## src/rtl/state_permuter.sv

```systemverilog
// state_permuter: iterated lane permutation over an N x N state.
// Build macro STATE_PERMUTER_ROTATE_EN adds a per-lane left rotation.
module state_permuter #(
   parameter int N     = 5,
   parameter int W     = 1,
   parameter int CNT_W = 5
) (
   input  logic               clk,
   input  logic               rst_n,
   input  logic               in_valid,
   output logic               in_ready,
   input  logic [N*N*W-1:0]   in_data,
   input  logic [CNT_W-1:0]   in_passes,
   output logic               out_valid,
   input  logic               out_ready,
   output logic [N*N*W-1:0]   out_data,
   output logic               busy
);

   localparam int DW = N * N * W;
   localparam int H  = (N + 1) / 2;

   typedef enum logic [1:0] {
      IDLE,
      RUN,
      DONE
   } stateT;

   stateT            st;
   stateT            stNext;
   logic [DW-1:0]    stateReg;
   logic [DW-1:0]    passData;
   logic [CNT_W-1:0] cnt;
   logic             accept;

   // Logical (i,j) is centred: (H,H) offset wraps onto flat row/col.
   function automatic int flatIdx(input int i, input int j);
      return ((i + N - H) % N) * N + ((j + N - H) % N);
   endfunction

`ifdef STATE_PERMUTER_ROTATE_EN
   function automatic logic [W-1:0] rotl(
      input logic [W-1:0] x,
      input int           r
   );
      logic [2*W-1:0] t;
      t = {x, x} << r;
      return t[2*W-1:W];
   endfunction
`endif

   // One pass: lane (i,j) moves to (j, 2i+3j mod N); int math never overflows.
   always_comb begin
      passData = '0;
      for (int i = 0; i < N; i++) begin
         for (int j = 0; j < N; j++) begin
`ifdef STATE_PERMUTER_ROTATE_EN
            passData[flatIdx(j, (2 * i + 3 * j) % N) * W +: W] =
               rotl(stateReg[flatIdx(i, j) * W +: W], (i * N + j) % W);
`else
            passData[flatIdx(j, (2 * i + 3 * j) % N) * W +: W] =
               stateReg[flatIdx(i, j) * W +: W];
`endif
         end
      end
   end

   // FSM state register.
   always_ff @(posedge clk or negedge rst_n) begin
      if (!rst_n) st <= IDLE;
      else        st <= stNext;
   end

   // Next state and handshake outputs; a DONE handshake never overlaps a new accept.
   always_comb begin
      stNext    = st;
      in_ready  = 1'b0;
      out_valid = 1'b0;
      busy      = 1'b0;
      accept    = 1'b0;
      unique case (st)
         IDLE: begin
            in_ready = 1'b1;
            if (in_valid) begin
               accept = 1'b1;
               stNext = (in_passes != '0) ? RUN : DONE;
            end
         end
         RUN: begin
            busy = 1'b1;
            if (cnt == CNT_W'(1)) stNext = DONE;
         end
         DONE: begin
            busy      = 1'b1;
            out_valid = 1'b1;
            if (out_ready) stNext = IDLE;
         end
         default: stNext = IDLE;
      endcase
   end

   // Load the job on accept, then one pass and one count-down per RUN cycle.
   always_ff @(posedge clk or negedge rst_n) begin
      if (!rst_n) begin
         stateReg <= '0;
         cnt      <= '0;
      end else if (accept) begin
         stateReg <= in_data;
         cnt      <= in_passes;
      end else if (st == RUN) begin
         stateReg <= passData;
         cnt      <= cnt - CNT_W'(1);
      end
   end

   assign out_data = stateReg;

endmodule

```

## config.mk

```make
export PLATFORM = sky130hd
export DESIGN_NAME = state_permuter
export DESIGN_NICKNAME = d
export VERILOG_FILES = /design/src/rtl/state_permuter.sv
export SDC_FILE = /design/constraint.sdc
export NUM_CORES = 1
export LEC_CHECK = 0
export ABC_AREA = 1
export ABC_CLOCK_PERIOD_IN_PS = 2400
export CAP_MARGIN = 0
export CORE_MARGIN = 2
export CORE_UTILIZATION = 47
export DETAILED_ROUTE_END_ITERATION = 8
export PLACE_DENSITY_LB_ADDON = 0.1
export SLEW_MARGIN = 20
export SYNTH_ARGS = -nofsm -noshare
export SYNTH_HDL_FRONTEND = slang
export SYNTH_SLANG_ARGS = --single-unit
```

## constraint.sdc

```tcl
create_clock -name clk -period 2.4 [get_ports clk]
set_clock_uncertainty 0.1 [all_clocks]
set_input_delay 0.36 -clock clk [delete_from_list [all_inputs] [get_ports clk]]
set_output_delay 0.36 -clock clk [all_outputs]
set_load 0.01 [all_outputs]
```

==> metrics.txt, run 1 <==
# TYPE chip_impl_metric gauge
chip_impl_info{name="result_of_the_run",value="completed"} 1
chip_impl_metric{name="layout_setup_ws",unit="ns"} 0.208
chip_impl_metric{name="power.static_leakage",unit="nW"} 1.11
chip_impl_info{name="worst_hold_path_type",value="in -> async"} 1
chip_impl_metric{name="via_per_inst",unit=""} 4.88
chip_impl_metric{name="initial_utilization",unit=""} 0.491
chip_impl_metric{name="cts-htree-levels",unit=""} 2
chip_impl_metric{name="final_period_minus_worst_setup_slack",unit="ns"} 2.19
chip_impl_metric{name="number_of_global_route_vias_before_repair",unit=""} 1491
chip_impl_metric{name="via_count",unit=""} 1552
chip_impl_metric{name="register_area",unit="sq um"} 801
chip_impl_metric{name="synth.lib_cells_used.distinct",unit=""} 15
chip_impl_metric{name="cts_buffers",unit=""} 5
chip_impl_metric{name="clock-sinks",unit=""} 32
chip_impl_metric{name="period_share",unit=""} 0.913
chip_impl_metric{name="syn_area",unit="sq um"} 1650
chip_impl_info{name="clock-root-buffer",value="sky130_fd_sc_hd__clkbuf_4"} 1
chip_impl_metric{name="worst-slew-pin-transition",unit="ns"} 0.503
chip_impl_metric{name="critPathRequiredTime",unit="ns"} 1.94
chip_impl_metric{name="port-buffer-count",unit=""} 61
chip_impl_metric{name="routed_wl",unit="mm"} 4.09
chip_impl_metric{name="p_per_area",unit="nW/um^2"} 1270
chip_impl_metric{name="crit_fanout",unit=""} 5
chip_impl_metric{name="relSlewSlack",unit=""} 0.664
chip_impl_metric{name="grt_max_degree",unit=""} 33
chip_impl_metric{name="post-cts-setup-buffers",unit=""} 0
chip_impl_metric{name="yosys_warnings",unit=""} 0
chip_impl_metric{name="num-nets-final",unit=""} 310
chip_impl_metric{name="die-area",unit="sq um"} 4000
chip_impl_metric{name="cts.hold.buffers_added",unit=""} 0
chip_impl_metric{name="area_growth_syn_to_layout",unit="%"} 41.4
chip_impl_info{name="r2r_start",value="st[0]$_DFFE_PN0P_"} 1
chip_impl_metric{name="critPathArrivalTime",unit="ns"} 1.73
chip_impl_info{name="timing.setup.critical_path_class",value="reg -> out"} 1
chip_impl_metric{name="seq_area_frac_synth",unit=""} 0.485
chip_impl_metric{name="antenna_left",unit=""} 0
chip_impl_info{name="startpoint_type_of_the_worst_setup_path",value="register"} 1
chip_impl_metric{name="pre_cts_ws",unit="ns"} 0.580
chip_impl_metric{name="core",unit="sq um"} 3360
chip_impl_metric{name="ys_ff_latch",unit=""} 32
chip_impl_metric{name="die_h",unit="um"} 63.3
chip_impl_metric{name="endpoints_failing_hold",unit=""} 0
chip_impl_metric{name="design_power_total",unit="mW"} 2.97
chip_impl_metric{name="worst_skew_pair.late_latency",unit="ns"} 0.35
chip_impl_metric{name="area_occupied_by_multi_input_gates",unit="sq um"} 703
chip_impl_metric{name="max-cap-violations",unit=""} 0
chip_impl_info{name="rsz0062_at_grt",value="false"} 1
chip_impl_metric{name="worst_ir_drop_vdd",unit="V"} 0.000715
chip_impl_metric{name="cts.path.max_buffers",unit=""} 2
chip_impl_info{name="final_cell_mix",value="sky130_fd_sc_hd__nand2_1 (96), sky130_fd_sc_hd__clkdlybuf4s50_1 (61), sky130_fd_sc_hd__dfrtp_1 (32)"} 1
chip_impl_metric{name="remaining_drc_errors",unit=""} 0
chip_impl_metric{name="finalMaxSlewViolations",unit=""} 0
chip_impl_metric{name="post_drt_wl_per_cell",unit="um"} 12.9
chip_impl_metric{name="globalplace.congestion",unit=""} 0.866
chip_impl_metric{name="row_count",unit=""} 21
chip_impl_metric{name="fillerInstances",unit=""} 313
chip_impl_metric{name="path_clk_slew",unit="ns"} 0.11
chip_impl_info{name="layout.cells.most_common",value="sky130_fd_sc_hd__nand2_1"} 1
chip_impl_metric{name="pre_antenna_drt_iters",unit=""} 4
chip_impl_metric{name="grt_overflow",unit=""} 0
chip_impl_metric{name="count_of_endpoints_failing_setup_in_the_final_report",unit=""} 0
chip_impl_info{name="endpoint_kind",value="output port"} 1
chip_impl_info{name="worst_setup_path_startpoint",value="st[0]$_DFFE_PN0P_"} 1
chip_impl_metric{name="dr.first_iter.drc_count",unit=""} 131
chip_impl_metric{name="postSynthAreaPerCell",unit="sq um"} 7.90
chip_impl_metric{name="drive_above_1_share",unit=""} 0.0551
chip_impl_metric{name="globalRouteTotalUtil",unit=""} 0.227
chip_impl_metric{name="antenna_cells_inserted",unit=""} 0
chip_impl_metric{name="detailedPlacementHpwl",unit="mm"} 2.86
chip_impl_metric{name="antenna_found_initial",unit=""} 0
chip_impl_metric{name="cts-resized-gates",unit=""} 0
chip_impl_metric{name="synth_nets",unit=""} 248
chip_impl_metric{name="grt_first_pass_wirelength",unit="mm"} 6.97
chip_impl_metric{name="hold_slack",unit="ns"} 0.296
chip_impl_metric{name="tns",unit="ns"} 0
chip_impl_metric{name="die_w",unit="um"} 63.3
chip_impl_metric{name="utilization",unit=""} 0.695
chip_impl_metric{name="ios",unit=""} 62
chip_impl_metric{name="max_freq",unit="MHz"} 456
chip_impl_metric{name="gate_count_post_synth",unit=""} 209
chip_impl_info{name="cts_tree",value="yes"} 1
## flip-flops by register name (all words and copies together) (netlist names)
register / count
cnt: 5
st: 2
out_data: 25
## cells by family after synthesis
family / synth area share
buffers and inverters: 0.0894
DFF: 0.485
adders and majority gates: 0.0379
AOI/OAI and AO/OA: 0.0455
and+or+nand+nor: 0.342
## per-layer routing
metal  track usage  part of all wire  vias to the layer above
met4        0.0788             0.013                        0
met1         0.271              0.43                      720
met5             0                 0                        -
li1              -                 -                      790
met3        0.0786             0.051                        6
met2         0.380              0.51                       36
## metrics by stage
step	cell area (sq um)	std cells
floorplan	1650	209
global placement	2260	310
detailed placement	2260	310
CTS	2340	318
global route	2340	318
finish	2340	318
## area by class of cell
| cell class | count | share of cell area |
|---|---|---|
| inverters | 20 | 0.0343 |
| well taps | 46 | 0.0246 |
| multi-input cells | 150 | 0.301 |
| flip-flops and latches | 32 | 0.343 |
| clock buffers | 6 | 0.0177 |
| clock inverters | 2 | 0.0150 |
| repair buffers | 62 | 0.265 |
## synth_stat cells
cell type                  instances  area [sq um]
sky130_fd_sc_hd__a21oi_1           1          5.00
sky130_fd_sc_hd__nor2_1            5          18.8
sky130_fd_sc_hd__ha_1              5          62.6
sky130_fd_sc_hd__nand2_4           3          33.8
sky130_fd_sc_hd__inv_4             2          12.5
sky130_fd_sc_hd__o211ai_1          8          60.1
sky130_fd_sc_hd__nand4_1           2          12.5
sky130_fd_sc_hd__dfrtp_1          32           801
sky130_fd_sc_hd__buf_4             3          22.5
sky130_fd_sc_hd__nand2_1          96           360
sky130_fd_sc_hd__inv_2             2          7.51
sky130_fd_sc_hd__nand3_1          28           140
sky130_fd_sc_hd__buf_6             4          45.0
sky130_fd_sc_hd__o21ai_0           2          10.0
sky130_fd_sc_hd__inv_1            16          60.1
## report_power, final
group / switching [mW] / internal, mW
Clock: 0.194 / 0.218
Combinational: 0.829 / 0.730
Sequential: 0.199 / 0.798
## path summary, 6_finish.rpt
| kind | slack [ns] | cells after the start | to |
|---|---|---|---|
| worst max-delay path | 0.21 | 3 | in_ready |
| worst min-delay path | 0.30 | 2 | out_data[1]$_DFFE_PN0P_ |
| worst max register to register | 0.65 | 6 | out_data[11]$_DFFE_PN0P_ |
| worst min register to register | 0.40 | 2 | out_data[12]$_DFFE_PN0P_ |
| max in group asynchronous | 1.59 | 2 | st[0]$_DFFE_PN0P_ |
| min in group clk | 0.40 | 2 | out_data[12]$_DFFE_PN0P_ |
## worst max-delay path, stage by stage (launching register included)
cell and delay, ns:
sky130_fd_sc_hd__dfrtp_1 0.41, sky130_fd_sc_hd__inv_1 0.09, sky130_fd_sc_hd__ha_1 0.30, sky130_fd_sc_hd__clkdlybuf4s50_1 0.59
(Power assumes the default switching activity.)
==> inputs of run 2 (changes only) <==
ABC_AREA = unset   (was 1)
CORE_UTILIZATION = 46   (was 47)
==> metrics.txt, run 2 <==
# TYPE chip_impl_metric gauge
chip_impl_metric{name="intPower",unit="mW"} 1.92
chip_impl_metric{name="globalplace.congestion",unit=""} 0.705
chip_impl_metric{name="path_clk_slew",unit="ns"} 0.10
chip_impl_info{name="worstPathCellList",value="inv_1 -> ha_1 -> clkdlybuf4s50_1"} 1
chip_impl_metric{name="dr.first_iter.drc_count",unit=""} 46
chip_impl_metric{name="finalMaxSlewViolations",unit=""} 0
chip_impl_metric{name="grt_overflow",unit=""} 0
chip_impl_metric{name="period_share",unit=""} 0.879
chip_impl_metric{name="grt_max_degree",unit=""} 34
chip_impl_metric{name="detailedPlacementHpwl",unit="mm"} 2.61
chip_impl_metric{name="fillerInstances",unit=""} 284
chip_impl_info{name="cpMaxStageDelayCell",value="sky130_fd_sc_hd__clkdlybuf4s50_1"} 1
chip_impl_metric{name="yosys_warnings",unit=""} 0
chip_impl_metric{name="antenna_left",unit=""} 0
chip_impl_metric{name="max-cap-violations",unit=""} 0
chip_impl_info{name="final_cell_mix",value="sky130_fd_sc_hd__clkdlybuf4s50_1 (61), sky130_fd_sc_hd__dfrtp_1 (32), sky130_fd_sc_hd__nand2_1 (29), sky130_fd_sc_hd__o21ai_0 (29), sky130_fd_sc_hd__mux2i_1 (25)"} 1
chip_impl_metric{name="clock-sinks",unit=""} 32
chip_impl_metric{name="cts-resized-gates",unit=""} 0
chip_impl_info{name="cts_tree",value="yes"} 1
chip_impl_info{name="startpoint_type_of_the_worst_setup_path",value="register"} 1
chip_impl_metric{name="cts_buffers",unit=""} 5
chip_impl_metric{name="critPathArrivalTime",unit="ns"} 1.65
chip_impl_info{name="netlist.top_cell.by_area",value="sky130_fd_sc_hd__dfrtp_1"} 1
chip_impl_info{name="worst_hold_path_type",value="in -> async"} 1
chip_impl_metric{name="postSynthAreaPerCell",unit="sq um"} 10.5
chip_impl_metric{name="die_h",unit="um"} 62.6
chip_impl_info{name="synth_flop_cell",value="sky130_fd_sc_hd__dfrtp_1"} 1
chip_impl_metric{name="max_freq",unit="MHz"} 474
chip_impl_metric{name="via_count",unit=""} 1309
chip_impl_metric{name="ys_ff_latch",unit=""} 32
chip_impl_metric{name="placed_area",unit="sq um"} 2250
chip_impl_metric{name="synth_top_area_share",unit=""} 0.507
chip_impl_metric{name="globalRouteTotalUtil",unit=""} 0.199
chip_impl_metric{name="synth_nets",unit=""} 190
chip_impl_metric{name="synth_edf_count",unit=""} 0
chip_impl_metric{name="final_cell_area",unit="sq um"} 2330
chip_impl_info{name="clock-root-buffer",value="sky130_fd_sc_hd__clkbuf_4"} 1
chip_impl_metric{name="antenna_cells_inserted",unit=""} 0
chip_impl_metric{name="core",unit="sq um"} 3310
chip_impl_metric{name="die-area",unit="sq um"} 3920
chip_impl_info{name="rsz0062_at_grt",value="false"} 1
chip_impl_metric{name="initial_utilization",unit=""} 0.477
chip_impl_metric{name="post_drt_wl_per_cell",unit="um"} 13.4
chip_impl_metric{name="power.static_leakage",unit="nW"} 0.967
chip_impl_metric{name="final_period_minus_worst_setup_slack",unit="ns"} 2.11
chip_impl_metric{name="gate_count_post_synth",unit=""} 151
chip_impl_info{name="routed.top_layer",value="met4"} 1
chip_impl_metric{name="critPathRequiredTime",unit="ns"} 1.94
chip_impl_metric{name="cts.path.max_buffers",unit=""} 2
chip_impl_metric{name="remaining_drc_errors",unit=""} 0
chip_impl_metric{name="pre_antenna_drt_iters",unit=""} 4
chip_impl_metric{name="p_per_area",unit="nW/um^2"} 1290
chip_impl_metric{name="slowest_delay",unit="ns"} 0.57
chip_impl_metric{name="relSlewSlack",unit=""} 0.692
chip_impl_metric{name="post-cts-setup-buffers",unit=""} 0
chip_impl_info{name="layout.cells.most_common",value="sky130_fd_sc_hd__clkdlybuf4s50_1"} 1
chip_impl_info{name="ys_top_cells_by_count",value="sky130_fd_sc_hd__dfrtp_1 (32), sky130_fd_sc_hd__nand2_1 (29), sky130_fd_sc_hd__o21ai_0 (29)"} 1
chip_impl_info{name="top_count_cell_post_synth",value="sky130_fd_sc_hd__dfrtp_1"} 1
chip_impl_metric{name="drive_above_1_share",unit=""} 0.0833
chip_impl_metric{name="pwr-share-seq",unit=""} 0.343
chip_impl_metric{name="worst_skew_pair.late_latency",unit="ns"} 0.33
chip_impl_metric{name="antenna_found_initial",unit=""} 0
chip_impl_info{name="endpoint_kind",value="output port"} 1
chip_impl_metric{name="tns",unit="ns"} 0
chip_impl_metric{name="row_count",unit=""} 21
chip_impl_metric{name="seq_area_frac_synth",unit=""} 0.507
chip_impl_metric{name="area_growth_syn_to_layout",unit="%"} 47.3
chip_impl_metric{name="worst_ir_drop_vdd",unit="V"} 0.000738
chip_impl_metric{name="syn_area",unit="sq um"} 1580
chip_impl_metric{name="port-buffer-count",unit=""} 61
chip_impl_info{name="timing.setup.critical_path_class",value="reg -> out"} 1
chip_impl_metric{name="ios",unit=""} 62
chip_impl_metric{name="cts.hold.buffers_added",unit=""} 0
chip_impl_metric{name="met2WireLength",unit="mm"} 1.72
chip_impl_metric{name="worst-slew-pin-transition",unit="ns"} 0.463
chip_impl_metric{name="cts-htree-levels",unit=""} 2
chip_impl_metric{name="met1_length",unit="mm"} 1.50
chip_impl_metric{name="endpoints_failing_hold",unit=""} 0
chip_impl_metric{name="synth.lib_cells_used.distinct",unit=""} 20
chip_impl_metric{name="num-nets-final",unit=""} 254
chip_impl_info{name="result_of_the_run",value="completed"} 1
chip_impl_metric{name="grt_first_pass_wirelength",unit="mm"} 6.22
chip_impl_metric{name="routed_wl",unit="mm"} 3.51
chip_impl_metric{name="via_per_inst",unit=""} 5.00
chip_impl_metric{name="number_of_global_route_vias_before_repair",unit=""} 1417
chip_impl_metric{name="synth_async_sr_flop_share",unit=""} 1.00
chip_impl_metric{name="p_comb_frac",unit=""} 0.523
chip_impl_metric{name="largest_register_ff_count",unit=""} 25
chip_impl_metric{name="dr_wl_met3",unit="um"} 232
chip_impl_info{name="netlist_top_cells_area",value="sky130_fd_sc_hd__dfrtp_1 (51%), sky130_fd_sc_hd__mux2i_1 (16%), sky130_fd_sc_hd__o21ai_0 (9.2%)"} 1
chip_impl_metric{name="clock_power_share",unit=""} 0.133
chip_impl_metric{name="count_of_endpoints_failing_setup_in_the_final_report",unit=""} 0
chip_impl_metric{name="die_w",unit="um"} 62.6
chip_impl_metric{name="crit_fanout",unit=""} 6
chip_impl_metric{name="power.share.switching",unit=""} 0.361
chip_impl_metric{name="p_switching",unit="mW"} 1.08
## run 2: cell count changes after synthesis, moves of 4 or more
cell and delta:
sky130_fd_sc_hd__nand2_1 -67, sky130_fd_sc_hd__nand3_1 -28, sky130_fd_sc_hd__o21ai_0 +27, sky130_fd_sc_hd__mux2i_1 +25
sky130_fd_sc_hd__inv_1 -10, sky130_fd_sc_hd__o211ai_1 -8, sky130_fd_sc_hd__clkbuf_1 +6, sky130_fd_sc_hd__nor2_1 -5
sky130_fd_sc_hd__buf_6 -4
## run 2: path summary, 6_finish.rpt
kind                                          start                       end  slack [ns]  depth (start not counted)
max                               st[0]$_DFFE_PN0P_                  in_ready        0.29                          3
min                                           rst_n         st[1]$_DFFE_PN0P_        0.32                          2
max reg2reg                      cnt[1]$_DFFE_PN0P_         st[0]$_DFFE_PN0P_        0.53                          5
min reg2reg                out_data[12]$_DFFE_PN0P_  out_data[12]$_DFFE_PN0P_        0.43                          1
max in group asynchronous                     rst_n  out_data[19]$_DFFE_PN0P_        1.57                          2
min in group clk           out_data[12]$_DFFE_PN0P_  out_data[12]$_DFFE_PN0P_        0.43                          1
## run 2: metrics by stage
stage,cells,total power [mW],hold WS [ns],utilization,setup slack [ns]
2_1_floorplan,151,1.89,-0.0356,-,0.644
3_3_place_gp,254,2.56,0.399,0.680,0.541
3_5_place_dp,254,2.63,0.404,0.680,0.484
4_1_cts,262,3.04,0.324,0.703,0.279
5_1_grt,262,3.24,0.352,0.703,0.224
6_report,262,3.00,0.322,0.703,0.291
## run 2: metal layers
layer,GRT usage,vias up
met5,0,-
met4,0.0667,0
met3,0.0631,6
met2,0.336,53
met1,0.242,601
li1,-,649
## run 2: logic make-up (layout without fill, tap and decap cells)
| logic type | Yosys count | in the layout | synth area share |
|---|---|---|---|
| fa+ha+maj | 5 | 5 | 0.0396 |
| compound gates | 32 | 32 | 0.111 |
| flops | 32 | 32 | 0.507 |
| buf+inv | 15 | 80 | 0.0380 |
| xor+xnor | 4 | 4 | 0.0222 |
| mux | 28 | 28 | 0.180 |
| simple gates | 35 | 35 | 0.102 |
## run 2: power groups by stage
stage	logic, mW	clock network [mW]	registers, mW
finish	1.57	0.400	1.03
global route	1.73	0.437	1.07
CTS	1.59	0.413	1.03
detailed placement	1.59	0	1.04
global placement	1.53	0	1.03
floorplan	0.793	0	1.10
## run 2: critical path: cells and delay by family (launching register included)
family / cells / cell delay, ns
adders and majority gates: 1 / 0.24
buffers and inverters: 2 / 0.67
DFF: 1 / 0.40
## run 2: layout make-up
class                      instances  area [sq um]  share of cell area
multi-input combinational        104           721               0.310
inverter                           6          22.5             0.00968
tap                               46          57.6              0.0247
timing repair buffer              66           648               0.279
sequential                        32           801               0.344
clock buffer                       6          41.3              0.0178
clock inverter                     2          35.0              0.0151
